--- src/rtl/hpi_txn_engine_pkg.sv ---
// hpi_pkg: shared types for hpi_txn_engine: FSM state encoding, HPI register map
// and a helper that sizes the shared timing down-counter.
// Optional feature macro: HPI_RESET_SEQ_EN adds the chip-reset (RST) state.
package hpi_pkg;

  typedef enum logic [2:0] {
    ST_IDLE,
    ST_SETUP,
    ST_STROBE,
`ifdef HPI_RESET_SEQ_EN
    ST_HOLD,
    ST_RST
`else
    ST_HOLD
`endif
  } hpi_state_e;

  typedef enum logic [1:0] {
    HPI_DATA    = 2'd0,
    HPI_MAILBOX = 2'd1,
    HPI_ADDR    = 2'd2,
    HPI_STATUS  = 2'd3
  } hpi_reg_e;

  // Width needed to hold (largest cycle count - 1) in the shared down-counter.
  function automatic int cnt_width(input int a, input int b, input int c, input int d);
    int m;
    m = a;
    if (b > m) m = b;
    if (c > m) m = c;
    if (d > m) m = d;
    return (m <= 1) ? 1 : $clog2(m);
  endfunction

endpackage

--- src/rtl/hpi_txn_engine_if.sv ---
// hpi_txn_if: request/response handshake plus HPI pin bundle for hpi_txn_engine.
// slave = the engine, master = the fabric/pad side driving it.
interface hpi_txn_if #(
  parameter int DATA_W = 16
);
  logic              req_valid;
  logic              req_ready;
  logic              req_write;
  logic [1:0]        req_addr;
  logic [DATA_W-1:0] req_wdata;
  logic              rsp_valid;
  logic [DATA_W-1:0] rsp_rdata;
  logic              chip_rst_req;
  logic              busy;
  logic [1:0]        hpi_addr;
  logic              hpi_cs_n;
  logic              hpi_r_n;
  logic              hpi_w_n;
  logic [DATA_W-1:0] hpi_data_out;
  logic              hpi_data_oe;
  logic [DATA_W-1:0] hpi_data_in;
  logic              hpi_reset_n;

  modport slave (
    input  req_valid, req_write, req_addr, req_wdata, chip_rst_req, hpi_data_in,
    output req_ready, rsp_valid, rsp_rdata, busy, hpi_addr, hpi_cs_n, hpi_r_n,
           hpi_w_n, hpi_data_out, hpi_data_oe, hpi_reset_n
  );

  modport master (
    output req_valid, req_write, req_addr, req_wdata, chip_rst_req, hpi_data_in,
    input  req_ready, rsp_valid, rsp_rdata, busy, hpi_addr, hpi_cs_n, hpi_r_n,
           hpi_w_n, hpi_data_out, hpi_data_oe, hpi_reset_n
  );
endinterface

--- src/rtl/hpi_txn_engine_cmd_fifo.sv ---
// hpi_cmd_fifo: synchronous request queue for hpi_txn_engine. Pointers carry one
// extra wrap bit so full and empty are told apart without an occupancy counter.
module hpi_cmd_fifo #(
  parameter int  DEPTH = 4,
  parameter type T     = logic
) (
  input  logic clk,
  input  logic rst_n,
  input  logic push_i,
  input  T     wdata_i,
  input  logic pop_i,
  output T     rdata_o,
  output logic full_o,
  output logic empty_o
);
  localparam int AW = $clog2(DEPTH);

  logic [AW:0] wr_ptr_q, wr_ptr_d;
  logic [AW:0] rd_ptr_q, rd_ptr_d;
  logic        push_ok, pop_ok;
  T            mem_q [DEPTH];

  assign full_o   = (wr_ptr_q[AW-1:0] == rd_ptr_q[AW-1:0]) && (wr_ptr_q[AW] != rd_ptr_q[AW]);
  assign empty_o  = (wr_ptr_q == rd_ptr_q);
  assign push_ok  = push_i && !full_o;
  assign pop_ok   = pop_i && !empty_o;
  assign wr_ptr_d = wr_ptr_q + (AW+1)'(push_ok);
  assign rd_ptr_d = rd_ptr_q + (AW+1)'(pop_ok);
  assign rdata_o  = mem_q[rd_ptr_q[AW-1:0]];

  // Storage write.
  // NOTE: the array is deliberately not reset; the pointers alone define which entries are valid.
  always_ff @(posedge clk) begin
    if (push_ok) mem_q[wr_ptr_q[AW-1:0]] <= wdata_i;
  end

  // Pointer registers.
  // NOTE: non-blocking assignments so every flop samples pre-edge values regardless of block order.
  always_ff @(posedge clk or negedge rst_n) begin
    if (!rst_n) begin
      wr_ptr_q <= '0;
      rd_ptr_q <= '0;
    end else begin
      wr_ptr_q <= wr_ptr_d;
      rd_ptr_q <= rd_ptr_d;
    end
  end

endmodule

--- src/rtl/hpi_txn_engine.sv ---
// hpi_txn_engine: queues fabric read/write requests and replays them on the OTG
// chip's HPI pins with programmable setup/strobe/hold timing.
// Optional feature macro: HPI_RESET_SEQ_EN (chip-reset sequencer, RST state).
module hpi_txn_engine
  import hpi_pkg::*;
#(
  parameter int DATA_W     = 16,
  parameter int FIFO_DEPTH = 4,
  parameter int SETUP_CYC  = 1,
  parameter int STROBE_CYC = 2,
  parameter int HOLD_CYC   = 1,
  parameter int RESET_CYC  = 16
) (
  input  logic       clk_clk,
  input  logic       reset_reset_n,
  hpi_txn_if.slave   bus
);
  localparam int CNT_W = cnt_width(SETUP_CYC, STROBE_CYC, HOLD_CYC, RESET_CYC);

`ifdef HPI_RESET_SEQ_EN
  localparam hpi_state_e       ST_RESET  = ST_RST;
  localparam logic [CNT_W-1:0] CNT_RESET = CNT_W'(RESET_CYC - 1);
`else
  localparam hpi_state_e       ST_RESET  = ST_IDLE;
  localparam logic [CNT_W-1:0] CNT_RESET = '0;
`endif

  typedef struct packed {
    logic              write;
    hpi_reg_e          addr;
    logic [DATA_W-1:0] wdata;
  } req_t;

  req_t              push_req, fifo_head, cur_q, cur_d;
  logic              fifo_full, fifo_empty, pop;
  hpi_state_e        state_q, state_d;
  logic [CNT_W-1:0]  cnt_q, cnt_d;
  logic              rsp_valid_q, rsp_valid_d;
  logic [DATA_W-1:0] rdata_q, rdata_d;
  logic              active, oe;

  assign push_req = '{write: bus.req_write, addr: hpi_reg_e'(bus.req_addr), wdata: bus.req_wdata};

  hpi_cmd_fifo #(
    .DEPTH (FIFO_DEPTH),
    .T     (req_t)
  ) u_cmd_fifo (
    .clk     (clk_clk),
    .rst_n   (reset_reset_n),
    .push_i  (bus.req_valid),
    .wdata_i (push_req),
    .pop_i   (pop),
    .rdata_o (fifo_head),
    .full_o  (fifo_full),
    .empty_o (fifo_empty)
  );

`ifdef HPI_RESET_SEQ_EN
  logic rst_pend_q, rst_pend_d;

  // Chip-reset request latch; consumed when the FSM enters RST.
  always_ff @(posedge clk_clk or negedge reset_reset_n) begin
    if (!reset_reset_n) rst_pend_q <= 1'b0;
    else                rst_pend_q <= rst_pend_d;
  end
`else
  logic unused_chip_rst_req;
  assign unused_chip_rst_req = bus.chip_rst_req;
`endif

  // Next-state, counter reload, pop and read-capture decisions.
  // NOTE: every variable gets a default first so no path leaves one unassigned (no latches).
  always_comb begin
    state_d     = state_q;
    cnt_d       = cnt_q;
    cur_d       = cur_q;
    pop         = 1'b0;
    rsp_valid_d = 1'b0;
    rdata_d     = rdata_q;
`ifdef HPI_RESET_SEQ_EN
    rst_pend_d  = rst_pend_q | bus.chip_rst_req;
`endif
    if (cnt_q != '0) cnt_d = cnt_q - CNT_W'(1);

    case (state_q)
      ST_IDLE: begin
`ifdef HPI_RESET_SEQ_EN
        if (rst_pend_q) begin
          state_d    = ST_RST;
          cnt_d      = CNT_W'(RESET_CYC - 1);
          rst_pend_d = 1'b0;
        end else
`endif
        if (!fifo_empty) begin
          pop     = 1'b1;
          cur_d   = fifo_head;
          state_d = ST_SETUP;
          cnt_d   = CNT_W'(SETUP_CYC - 1);
        end
      end
      ST_SETUP: begin
        if (cnt_q == '0) begin
          state_d = ST_STROBE;
          cnt_d   = CNT_W'(STROBE_CYC - 1);
        end
      end
      ST_STROBE: begin
        if (cnt_q == '0) begin
          state_d = ST_HOLD;
          cnt_d   = CNT_W'(HOLD_CYC - 1);
          if (!cur_q.write) begin
            rsp_valid_d = 1'b1;
            rdata_d     = bus.hpi_data_in;
          end
        end
      end
      ST_HOLD: begin
        if (cnt_q == '0) state_d = ST_IDLE;
      end
`ifdef HPI_RESET_SEQ_EN
      ST_RST: begin
        if (cnt_q == '0) state_d = ST_IDLE;
      end
`endif
      default: state_d = ST_IDLE;
    endcase
  end

  // FSM state, shared counter, in-flight request and read response registers.
  always_ff @(posedge clk_clk or negedge reset_reset_n) begin
    if (!reset_reset_n) begin
      state_q     <= ST_RESET;
      cnt_q       <= CNT_RESET;
      cur_q       <= '0;
      rsp_valid_q <= 1'b0;
      rdata_q     <= '0;
    end else begin
      state_q     <= state_d;
      cnt_q       <= cnt_d;
      cur_q       <= cur_d;
      rsp_valid_q <= rsp_valid_d;
      rdata_q     <= rdata_d;
    end
  end

  assign active           = (state_q == ST_SETUP) || (state_q == ST_STROBE) || (state_q == ST_HOLD);
  assign oe               = active && cur_q.write;
  assign bus.hpi_cs_n     = !active;
  assign bus.hpi_r_n      = !((state_q == ST_STROBE) && !cur_q.write);
  assign bus.hpi_w_n      = !((state_q == ST_STROBE) && cur_q.write);
  assign bus.hpi_data_oe  = oe;
  assign bus.hpi_data_out = oe ? cur_q.wdata : '0;
  assign bus.hpi_addr     = cur_q.addr;
  assign bus.req_ready    = !fifo_full;
  assign bus.busy         = (state_q != ST_IDLE) || !fifo_empty;
  assign bus.rsp_valid    = rsp_valid_q;
  assign bus.rsp_rdata    = rdata_q;
`ifdef HPI_RESET_SEQ_EN
  assign bus.hpi_reset_n  = (state_q != ST_RST);
`else
  assign bus.hpi_reset_n  = 1'b1;
`endif

endmodule
--- src/flat_wrapper.sv ---
// flat-port wrapper written by rule: the top's interface ports become plain ports
module hpi_txn_engine_flat import hpi_pkg::*;
#(
  parameter int DATA_W     = 16,
  parameter int FIFO_DEPTH = 4,
  parameter int SETUP_CYC  = 1,
  parameter int STROBE_CYC = 2,
  parameter int HOLD_CYC   = 1,
  parameter int RESET_CYC  = 16
)
  (clk_clk, reset_reset_n, bus_req_valid, bus_req_write, bus_req_addr, bus_req_wdata, bus_chip_rst_req, bus_hpi_data_in, bus_req_ready, bus_rsp_valid, bus_rsp_rdata, bus_busy, bus_hpi_addr, bus_hpi_cs_n, bus_hpi_r_n, bus_hpi_w_n, bus_hpi_data_out, bus_hpi_data_oe, bus_hpi_reset_n);
  hpi_txn_if #(.DATA_W(DATA_W)) bus_i ();
  input  logic clk_clk;
  input  logic reset_reset_n;
  input wire logic [$bits(bus_i.req_valid)-1:0] bus_req_valid;
  input wire logic [$bits(bus_i.req_write)-1:0] bus_req_write;
  input wire logic [$bits(bus_i.req_addr)-1:0] bus_req_addr;
  input wire logic [$bits(bus_i.req_wdata)-1:0] bus_req_wdata;
  input wire logic [$bits(bus_i.chip_rst_req)-1:0] bus_chip_rst_req;
  input wire logic [$bits(bus_i.hpi_data_in)-1:0] bus_hpi_data_in;
  output wire logic [$bits(bus_i.req_ready)-1:0] bus_req_ready;
  output wire logic [$bits(bus_i.rsp_valid)-1:0] bus_rsp_valid;
  output wire logic [$bits(bus_i.rsp_rdata)-1:0] bus_rsp_rdata;
  output wire logic [$bits(bus_i.busy)-1:0] bus_busy;
  output wire logic [$bits(bus_i.hpi_addr)-1:0] bus_hpi_addr;
  output wire logic [$bits(bus_i.hpi_cs_n)-1:0] bus_hpi_cs_n;
  output wire logic [$bits(bus_i.hpi_r_n)-1:0] bus_hpi_r_n;
  output wire logic [$bits(bus_i.hpi_w_n)-1:0] bus_hpi_w_n;
  output wire logic [$bits(bus_i.hpi_data_out)-1:0] bus_hpi_data_out;
  output wire logic [$bits(bus_i.hpi_data_oe)-1:0] bus_hpi_data_oe;
  output wire logic [$bits(bus_i.hpi_reset_n)-1:0] bus_hpi_reset_n;
  assign bus_i.req_valid = bus_req_valid;
  assign bus_i.req_write = bus_req_write;
  assign bus_i.req_addr = bus_req_addr;
  assign bus_i.req_wdata = bus_req_wdata;
  assign bus_i.chip_rst_req = bus_chip_rst_req;
  assign bus_i.hpi_data_in = bus_hpi_data_in;
  assign bus_req_ready = bus_i.req_ready;
  assign bus_rsp_valid = bus_i.rsp_valid;
  assign bus_rsp_rdata = bus_i.rsp_rdata;
  assign bus_busy = bus_i.busy;
  assign bus_hpi_addr = bus_i.hpi_addr;
  assign bus_hpi_cs_n = bus_i.hpi_cs_n;
  assign bus_hpi_r_n = bus_i.hpi_r_n;
  assign bus_hpi_w_n = bus_i.hpi_w_n;
  assign bus_hpi_data_out = bus_i.hpi_data_out;
  assign bus_hpi_data_oe = bus_i.hpi_data_oe;
  assign bus_hpi_reset_n = bus_i.hpi_reset_n;
  hpi_txn_engine #(.DATA_W(DATA_W), .FIFO_DEPTH(FIFO_DEPTH), .SETUP_CYC(SETUP_CYC), .STROBE_CYC(STROBE_CYC), .HOLD_CYC(HOLD_CYC), .RESET_CYC(RESET_CYC)) u_core (.clk_clk(clk_clk), .reset_reset_n(reset_reset_n), .bus(bus_i));
endmodule
--- config.mk ---
export PLATFORM = sky130hd
export DESIGN_NAME = hpi_txn_engine_flat
export DESIGN_NICKNAME = d
export VERILOG_FILES = /design/src/rtl/hpi_txn_engine_pkg.sv /design/src/rtl/hpi_txn_engine_if.sv /design/src/rtl/hpi_txn_engine_cmd_fifo.sv /design/src/rtl/hpi_txn_engine.sv /design/src/flat_wrapper.sv
export SDC_FILE = /design/constraint.sdc
export NUM_CORES = 1
export LEC_CHECK = 0
export CAP_MARGIN = 40
export CORE_ASPECT_RATIO = 0.8
export CORE_MARGIN = 2
export CORE_UTILIZATION = 38
export CTS_CLUSTER_SIZE = 16
export DETAILED_ROUTE_END_ITERATION = 16
export HOLD_SLACK_MARGIN = 0.12
export SYNTH_ARGS = -nofsm -noshare
export SYNTH_HDL_FRONTEND = slang
export SYNTH_SLANG_ARGS = --single-unit
--- constraint.sdc ---
create_clock -name clk_clk -period 3.45 [get_ports clk_clk]
set_input_delay 1.035 -clock clk_clk [delete_from_list [all_inputs] [get_ports clk_clk]]
set_output_delay 1.035 -clock clk_clk [all_outputs]
set_load 0.02 [all_outputs]
Word-level counts from Yosys, hierarchy flattened
Memories as Yosys holds them, arrays and structs flattened. A register that Yosys moved wholly into a read port is not among the register bits.
Index checks and enable logic that the tools add are counted.
W data, S select, Z words.
{"block": "op_classes", "muxes": 18, "reduce_logical": 23, "addsub": 3, "n_eq_ne": 10, "n_bitwise": 2}
{"operator": "$mux W16", "count": 1}
{"operator": "$mux W4", "count": 4}
{"operator": "$mux W3", "count": 4}
{"operator": "$pmux W3 S4", "count": 1}
{"operator": "$pmux W4 S3", "count": 1}
{"operator": "$logic_not A1 Y1", "count": 7}
{"operator": "$mux W1", "count": 7}
{"operator": "$add A3 B1 Y3", "count": 2}
{"operator": "$eq A3 B2 Y1 const B", "count": 2}
{"operator": "$logic_and A1 B1 Y1", "count": 6}
{"operator": "$ne A2 B1 Y1 const B", "count": 3}
{"operator": "$logic_not A4 Y1", "count": 1}
{"operator": "$reduce_and A4 Y1", "count": 1}
{"operator": "$reduce_bool A4 Y1", "count": 1}
{"operator": "$sub A4 B1 Y4 const B", "count": 1}
{"operator": "$eq A3 B1 Y1 const B", "count": 1}
{"operator": "$eq A3 B3 Y1", "count": 1}
{"operator": "$logic_not A3 Y1", "count": 1}
{"operator": "$logic_or A1 B1 Y1", "count": 3}
{"operator": "$reduce_and A3 Y1", "count": 1}
{"operator": "$reduce_bool A3 Y1", "count": 1}
{"operator": "$eq A2 B2 Y1", "count": 1}
{"operator": "$ne A2 B2 Y1 const B", "count": 1}
{"operator": "$not A1 Y1", "count": 2}
{"operator": "2 further kinds", "count": 2}
{"block": "totals", "output_inout_bits": 42, "ramBits": 76, "n_memories": 1, "wordCells": 63, "reg_bits": 30, "in_bits": 39}
{"name": "u_core.u_cmd_fifo.mem_q", "depth": 4, "width": 19, "read_ports": 1, "rd_clocked_by_memory_dff": 1, "wr": 1, "line": "hpi_txn_engine_cmd_fifo.sv:21", "text": "T mem_q [DEPTH];"}

Depth between registers and ports, before layout
Gate-level depths: netlist (run 1).
{"block": "depth", "ltp_word": 6, "mapped_depth": 8, "mapped_depth_nobuf": 8}

Modules after synthesis
From an unflattened synthesis (run 1), not the netlist that was laid out.
{"block": "hier_totals", "cells_unflattened": 273, "area_unflattened_um2": 5069.9}
{"mod": "hpi_cmd_fifo", "instances": 1, "area_each_um2": 3155.5, "seq_area_each_um2": 2432.3, "cells_per_inst": 130}
{"mod": "hpi_txn_engine", "instances": 1, "area_each_um2": 1914.3, "seq_area_each_um2": 1051.0, "cells_per_inst": 143}

Least setup slack after synthesis (run 1)
No wires, ideal clock.
{"block": "synth_timing", "path_kind": "input -> register", "start": "in bus_req_valid", "end": "mem u_core.u_cmd_fifo.mem_q[2][0] (netlist name) (enable)", "setup_ns": 0.423, "arrival_time_ns": 2.608, "slack_ns": 0.419, "stages": 2, "required_ns": 3.027, "path_buffers": 0, "path_cell_list": "nand2_1 > nor3b_1"}
{"block": "synth_via", "elab_chain_len": 3}
{"element": "from (decl)", "line": "flat_wrapper.sv:15", "text": "input wire logic [$bits(bus_i.req_valid)-1:0] bus_req_valid;"}
{"element": "$logic_and A1 B1 Y1", "line": "hpi_txn_engine_cmd_fifo.sv:25", "text": "assign push_ok = push_i && !full_o;"}
{"element": "$mux W1", "line": "hpi_txn_engine_cmd_fifo.sv:34", "text": "if (push_ok) mem_q[wr_ptr_q[AW-1:0]] <= wdata_i;"}
{"element": "$mux W1 (not written as such)", "line": "hpi_txn_engine_cmd_fifo.sv:34"}
{"element": "to (decl)", "line": "hpi_txn_engine_cmd_fifo.sv:21"}
No other way between the ends.

Final worst setup path (run 1)
{"block": "layout_timing", "start": "reg u_core.state_q[0]", "end": "out bus_hpi_data_oe"}
{"block": "layout_via", "elab_chain_len": 4, "elab_cells_between_ends": 6, "cone_classes": "eq/ne (3); reduce/logical (3)"}
{"element": "from (decl)", "line": "hpi_txn_engine.sv:36", "text": "hpi_state_e state_q, state_d;"}
{"element": "from (signal assigned)", "line": "hpi_txn_engine.sv:138", "text": "state_q <= state_d;"}
{"element": "$eq A3 B1 Y1 / $eq A3 B2 Y1 (equally long branches)", "line": "hpi_txn_engine.sv:146", "text": "assign active = (state_q == ST_SETUP) || (state_q == ST_STROBE) || (state_q == ST_HOLD);"}
{"element": "$logic_or A1 B1 Y1", "line": "hpi_txn_engine.sv:146"}
{"element": "$logic_or A1 B1 Y1 *", "line": "hpi_txn_engine.sv:146"}
{"element": "$logic_and A1 B1 Y1 *", "line": "hpi_txn_engine.sv:147", "text": "assign oe = active && cur_q.write;"}
{"element": "to (decl)", "line": "flat_wrapper.sv:30", "text": "output wire logic [$bits(bus_i.hpi_data_oe)-1:0] bus_hpi_data_oe;"}
Every way passes the cells marked *; elsewhere a longest branch is shown, timed or not.

==> results of run 1 <==
## through the flow
step / area (um2) / power [mW] / hold slack, ps / utilization (%) / instances
after global placement: 6000 / 4.90 / 481 / 46.8 / 524
after floorplan: 4980 / 4.02 / 462 / - / 269
after CTS: 6590 / 6.69 / 497 / 51.4 / 557
final: 6630 / 6.56 / 495 / 51.7 / 557
after detailed placement: 6020 / 4.97 / 485 / 46.9 / 525
after global routing: 6630 / 6.95 / 502 / 51.7 / 557
## cell families (layout without fill, tap and decap cells)
logic type / after synthesis / after routing / share of synthesized area [%]
other: 1 / 1 / 0.0752
xor gates and xnor gates: 5 / 5 / 0.879
muxes: 55 / 55 / 17.4
DFF: 124 / 124 / 69.9
adders and majority gates: 11 / 11 / 2.76
buffers and inverters: 21 / 134 / 2.59
and+or+nand+nor: 41 / 41 / 5.00
AOI/OAI and AO/OA: 11 / 11 / 1.43
## where the power goes
| group | internal, mW | total (mW) | switching (mW) |
|---|---|---|---|
| Sequential | 2.11 | 2.32 | 0.216 |
| Clock | 1.10 | 1.69 | 0.590 |
| Combinational | 1.33 | 2.55 | 1.22 |
## flip-flops by register name, indices dropped and copies added (netlist names), 2 cells and up
| register | count |
|---|---|
| u_core.bus.hpi_addr | 2 |
| u_core.u_cmd_fifo.wr_ptr_q | 3 |
| u_core.bus.rsp_rdata | 16 |
| u_core.u_cmd_fifo.rd_ptr_q | 3 |
| u_core.cnt_q | 4 |
| u_core.u_cmd_fifo.mem_q | 76 |
| u_core.state_q | 2 |
| u_core.cur_q | 17 |
## worst register-to-register path, cell delays in order, from the launching register on
cell and delay, ps:
dfrtp_1 460, xnor2_1 270, nand3_1 140, nand2_1 190, buf_4 310, inv_1 90
ha_1 200, ha_1 190, xor2_1 140
## cell usage in the layout, fill, tap and decap left out, drive strengths merged, types with 2 or more instances in the layout
| master | n |
|---|---|
| nand2 | 5 |
| bufinv | 2 |
| ha | 11 |
| clkinv | 2 |
| xnor2 | 3 |
| nor3 | 3 |
| or2 | 2 |
| buf | 16 |
| mux2 | 35 |
| mux4 | 19 |
| clkinvlp | 3 |
| xor2 | 2 |
| nor3b | 3 |
| inv | 9 |
| a31o | 2 |
| nand3 | 2 |
| dfrtp | 48 |
| clkdlybuf4s50 | 61 |
| edfxtp | 76 |
| and2 | 16 |
| nor2b | 3 |
| dlymetal6s2s | 16 |
| nor2 | 2 |
| a21oi | 4 |
| clkbuf | 25 |
| o22ai | 2 |
## metal layers
layer  vias up  global-route usage (%)  part of all wire (%)  wire length (um)
met5         -                       0                     0                 0
met4         0                    6.06                   1.3               119
met3        12                    4.58                   4.7               440
met2        68                    20.6                    46              4250
met1      1336                    19.6                    48              4500
li1       1215                       -                     -                 -
## how the worst min path moves through the flow
| stage | endpoint | from | cells past startpoint | slack [ps] |
|---|---|---|---|---|
| after global placement | u_core.cur_q[8] | u_core.cur_q[8] | 1 | 480 |
| after detailed placement | u_core.cur_q[1] | u_core.cur_q[1] | 1 | 490 |
| after global routing | u_core.cur_q[2] | u_core.cur_q[2] | 1 | 500 |
| final | u_core.cur_q[1] | u_core.cur_q[1] | 1 | 490 |
| after CTS | u_core.cur_q[1] | u_core.cur_q[1] | 1 | 500 |
| after floorplan | u_core.u_cmd_fifo.rd_ptr_q[2] | u_core.u_cmd_fifo.rd_ptr_q[2] | 1 | 460 |
## what timing repair did
item | in CTS | in global routing
gates resized for setup | 0 | 17
buffers inserted | 0 | 0
endpoints found under the setup margin | 0 | 16
hold buffers | 0 | 0
## area by class of cell
cell class              count  area [um2]  share of cell area (%)
clock buffers              25         475                    7.17
clock inverters             7        92.6                    1.40
inverters                   9        33.8                   0.510
multi-input cells         124        1390                    20.9
flip-flops and latches    124        3480                    52.5
well taps                 175         219                    3.30
repair buffers             93         940                    14.2
==> flow_summary.toml, run 1 <==
[yosys]
yosysSeqAreaShare_pct = 69.9
synthCells = 269
netlist_top_cells_count = "edfxtp_1 (76), dfrtp_1 (48), mux2_2 (26), mux4_2 (19), and2_1 (16)"
yosysMostFrequentCell = "edfxtp_1"
syn_nets = 319
synth_top_area_share_pct = 45.8
synth_edf_count = 76
synth.area.top_cells = "edfxtp_1 (46%), dfrtp_1 (24%), mux4_2 (8.6%)"
synth-seq-cells = 124
syn_avg_cell_area_um2 = 18.5
synth_area_mm2 = 0.00498
yosysUniqueCellTypes = 38
ys.flop_type = "edfxtp_1"
synth_top_cell_by_area = "edfxtp_1"
async_flop_share_pct = 38.7
yosysWarnings = 0

[clock_network]
path_clk_slew_ps = 50
clockBufferDepth = 2
clk_latency_ps = 400
numCtsBuffers = 17
cts_sinks = 124
cts-root-buf = "clkbuf_16"
htreeDepth = 4
cts_tree = "yes"

[worst_setup_path]
critPathCaptureType = "output port"
r2r-end = "u_core.u_cmd_fifo.rd_ptr_q[2]"
crit_path_end = "bus_hpi_data_oe"
cp.depth = 5
crit_slowest_cell = "clkdlybuf4s50_1"
crit_buf_inv = 3
arrival_ps = 2170
cp_top_family = "buffers and inverters"
r2r_slack_ps = 1370
slowest_delay_ps = 630
critical_path_class = "reg -> out"
r2r_cells = 8
rr_startpoint = "u_core.u_cmd_fifo.wr_ptr_q[0]"
cp_data_required_time_ps = 2410
crit_fanout = 17
cp-start-kind = "flop"
crit_chain = "inv_1 > ha_1 > nor2b_1 > buf_6 > clkdlybuf4s50_1"
startpoint = "u_core.state_q[0]"

[routing]
routedWlPerCell_um = 16.7
ant_nets = 0
wirelength_um = 9320
drc = 0
vias = 2631
via_per_inst = 4.72
drt_first_pass_iters = 4
dr.first_iter.drc_count = 79

[finish]
fillers = 1089
area_growth_pct = 33.0
num_antenna_cells = 0
drive_gt1_share_pct = 27.2
layout.nets = 419

[sta]
fin_tns_setup_ps = 0
fin_crit_sh_pct = 93.0
final.setup.worst_slack_ps = 242
fin_crit_ps = 3210
finalMaxSlewViolations = 0
finalSetupViolations = 0
max_freq_mhz = 312
fin_skew_ps = 10.1
timing.final.hold_violations = 0
timing.max_slew.rel_slack_pct = 56.5
rsz0062_at_grt = "no"
worstMarginPinSlew_ps = 652

[place]
place_ws_ps = 452
gp_congestion = 0.684
port_buffers = 78
hpwl_um = 5730

[hold_path]
hold_class = "reg -> reg"

[die]
start_util_pct = 38.9
fp.dieH_um = 106
io_pins = 81
num_rows = 37
core_area_mm2 = 0.0128
die_x_um = 132
dieArea_mm2 = 0.0141

[global_route]
grt_max_degree = 49
track_usage_pct = 14.2
grt_pass1_vias = 2700
antenna_found_initial = 0
overflow = 0
grt_pass1_wl_um = 14600

[job]
maxCapViolCount = 0

[outcome]
outcome = "finished clean"

[power_and_ir_drop]
leakage_nw = 2.76
p_per_area_mw_per_mm2 = 990
ir_drop_mv = 0.494
No activity file was read; power rests on OpenSTA's default activity.
==> run 2, diff against run 1 <==
Settings changed: HOLD_SLACK_MARGIN 0.12 to not set.
==> results of run 2 <==
Final layout, timing and power as in run 1 (identical DEF).
==> run 3, diff against run 2 <==
Clock period 3.45 ns to 2.9 ns, I/O delays scaled along.
==> flow_summary.toml, run 3 (same netlist as run 1, synthesis figures left out) <==
[sta]
timing.final.hold_violations = 0
whs_ps = 327
fin_crit_sh_pct = 95.7
fin_tns_setup_ps = 0
finalMaxSlewViolations = 0
rsz0062_at_grt = "no"
fin_crit_ps = 2780
fin_skew_ps = 9.93
final.setup.worst_slack_ps = 124
finalSetupViolations = 0
max_freq_mhz = 360

[worst_setup_path]
critical_path_class = "reg -> out"
crit_fanout = 14
r2r_slack_ps = 890
cp-start-kind = "flop"
r2r-end = "u_core.cur_q[15]"
r2r_cells = 5
arrival_ps = 1910
cp_data_required_time_ps = 2030
critPathCaptureType = "output port"
rr_startpoint = "u_core.u_cmd_fifo.wr_ptr_q[1]"

[die]
die_x_um = 132
num_rows = 37
fp.dieH_um = 106
dieArea_mm2 = 0.0141
start_util_pct = 38.9
core_area_mm2 = 0.0128
io_pins = 81

[global_route]
grt_pass1_vias = 2812
grt_max_degree = 24
overflow = 0
track_usage_pct = 14.7
grt_pass1_wl_um = 15100
antenna_found_initial = 0

[place]
place_ws_ps = 149
dpl_cell_area_mm2 = 0.00602
port_buffers = 78
gp_congestion = 0.713
hpwl_um = 5940

[finish]
area_growth_pct = 30.8
fillers = 1095
ff_latch_area_mm2 = 0.00348
multi_input_area_mm2 = 0.00139
layout_commonest_cell = "edfxtp_1"
final_util_pct = 50.8
layout.nets = 421
drive_gt1_share_pct = 31.1
final_cell_area_mm2 = 0.00652
layout_common_cells = "edfxtp_1 (76), clkdlybuf4s50_1 (59), dfrtp_1 (48)"
largest_register_ffs = 76

[power_and_ir_drop]
p_per_area_mw_per_mm2 = 1170
p_sw_share_pct = 32.1
p_seq_share_pct = 36.1
pwr-share-clk_pct = 24.8
intPower_mw = 5.20
combPwrFrac_pct = 39.1
power_switching_mw = 2.46
ir_drop_mv = 0.630
leakage_nw = 2.53

[clock_network]
path_clk_slew_ps = 60
cts_setup_buffers = 0
cts-root-buf = "clkbuf_16"
hold_buffers = 0
cts_tree = "yes"
htreeDepth = 4
numCtsBuffers = 17
clk_latency_ps = 410
clockBufferDepth = 2
cts_sinks = 124

[routing]
routedWlPerCell_um = 16.8
ant_nets = 0
dr.first_iter.drc_count = 130
vias = 2643
via_per_inst = 4.73
drt_first_pass_iters = 4
drc = 0
wirelength_um = 9380

[outcome]
outcome = "finished clean"

[hold_path]
hold_class = "in -> async"

[job]
maxCapViolCount = 0
==> run 3: cell types whose count changed in the layout (fill, tap and decap cells not counted), sizes merged, moves of 4 or more <==
cell | before | now
clkinv | 2 | 6
clkbuf | 25 | 30
dlymetal6s2s | 16 | 0
dlygate4sd2 | 0 | 6
==> run 3: area by class of cell <==
class / instances / area share, %
Antenna cell: 1 / 0.0384
Clock buffer: 20 / 6.70
Clock inverter: 11 / 1.52
Inverter: 9 / 0.518
Multi-Input combinational cell: 124 / 21.3
Sequential cell: 124 / 53.4
Tap cell: 175 / 3.36
Timing Repair Buffer: 95 / 13.1
==> run 3: power groups by stage <==
stage          Sequential (mW)  Combinational, mW  Clock, mW
2_1_floorplan             2.88               1.90          0
3_5_place_dp              2.79               3.13          0
3_3_place_gp              2.78               3.08          0
5_1_grt                   2.84               3.26       2.03
6_report                  2.77               2.99       1.90
4_1_cts                   2.77               3.07       1.94
==> run 3: per-stage QoR <==
step                cells  power [mW]
floorplan             269        4.78
global placement      526        5.86
global route          558        8.13
detailed placement    526        5.93
finish                559        7.66
CTS                   557        7.78
==> run 3: what timing repair did <==
| item | 4_1_cts | 5_1_grt |
|---|---|---|
| endpoints found under the setup margin | 18 | 16 |
| pin swaps | 0 | 0 |
| resized for setup | 23 | 19 |
| cloned | 0 | 0 |
| endpoints found under the hold margin | 0 | 0 |
==> run 3: how the worst max path moves through the flow <==
stage	from	end	slack (ps)
finish	u_core.state_q[0]	bus_hpi_data_out[4]	120
global route	u_core.state_q[0]	bus_hpi_data_out[4]	0.9
CTS	u_core.state_q[0]	bus_hpi_data_out[13]	7
detailed placement	u_core.state_q[0]	bus_hpi_data_out[1]	150
global placement	u_core.state_q[0]	bus_hpi_data_out[1]	170
floorplan	u_core.u_cmd_fifo.wr_ptr_q[2]	u_core.u_cmd_fifo.mem_q[2][0]	-10
==> run 3: critical path, stage by stage, from the launching register on <==
cell	delay [ps]
dfrtp_1	390
inv_1	100
ha_1	230
nor2b_2	160
buf_6	190
and2_1	140
clkdlybuf4s15_1	290
==> run 3: metal layers <==
| layer | vias to the layer above | share of wire (%) | GRT usage [%] |
|---|---|---|---|
| met1 | 1335 | 47 | 19.3 |
| li1 | 1221 | - | - |
| met5 | - | 0 | 0 |
| met2 | 73 | 46 | 22.3 |
| met3 | 14 | 5.3 | 4.96 |
| met4 | 0 | 1.6 | 6.29 |
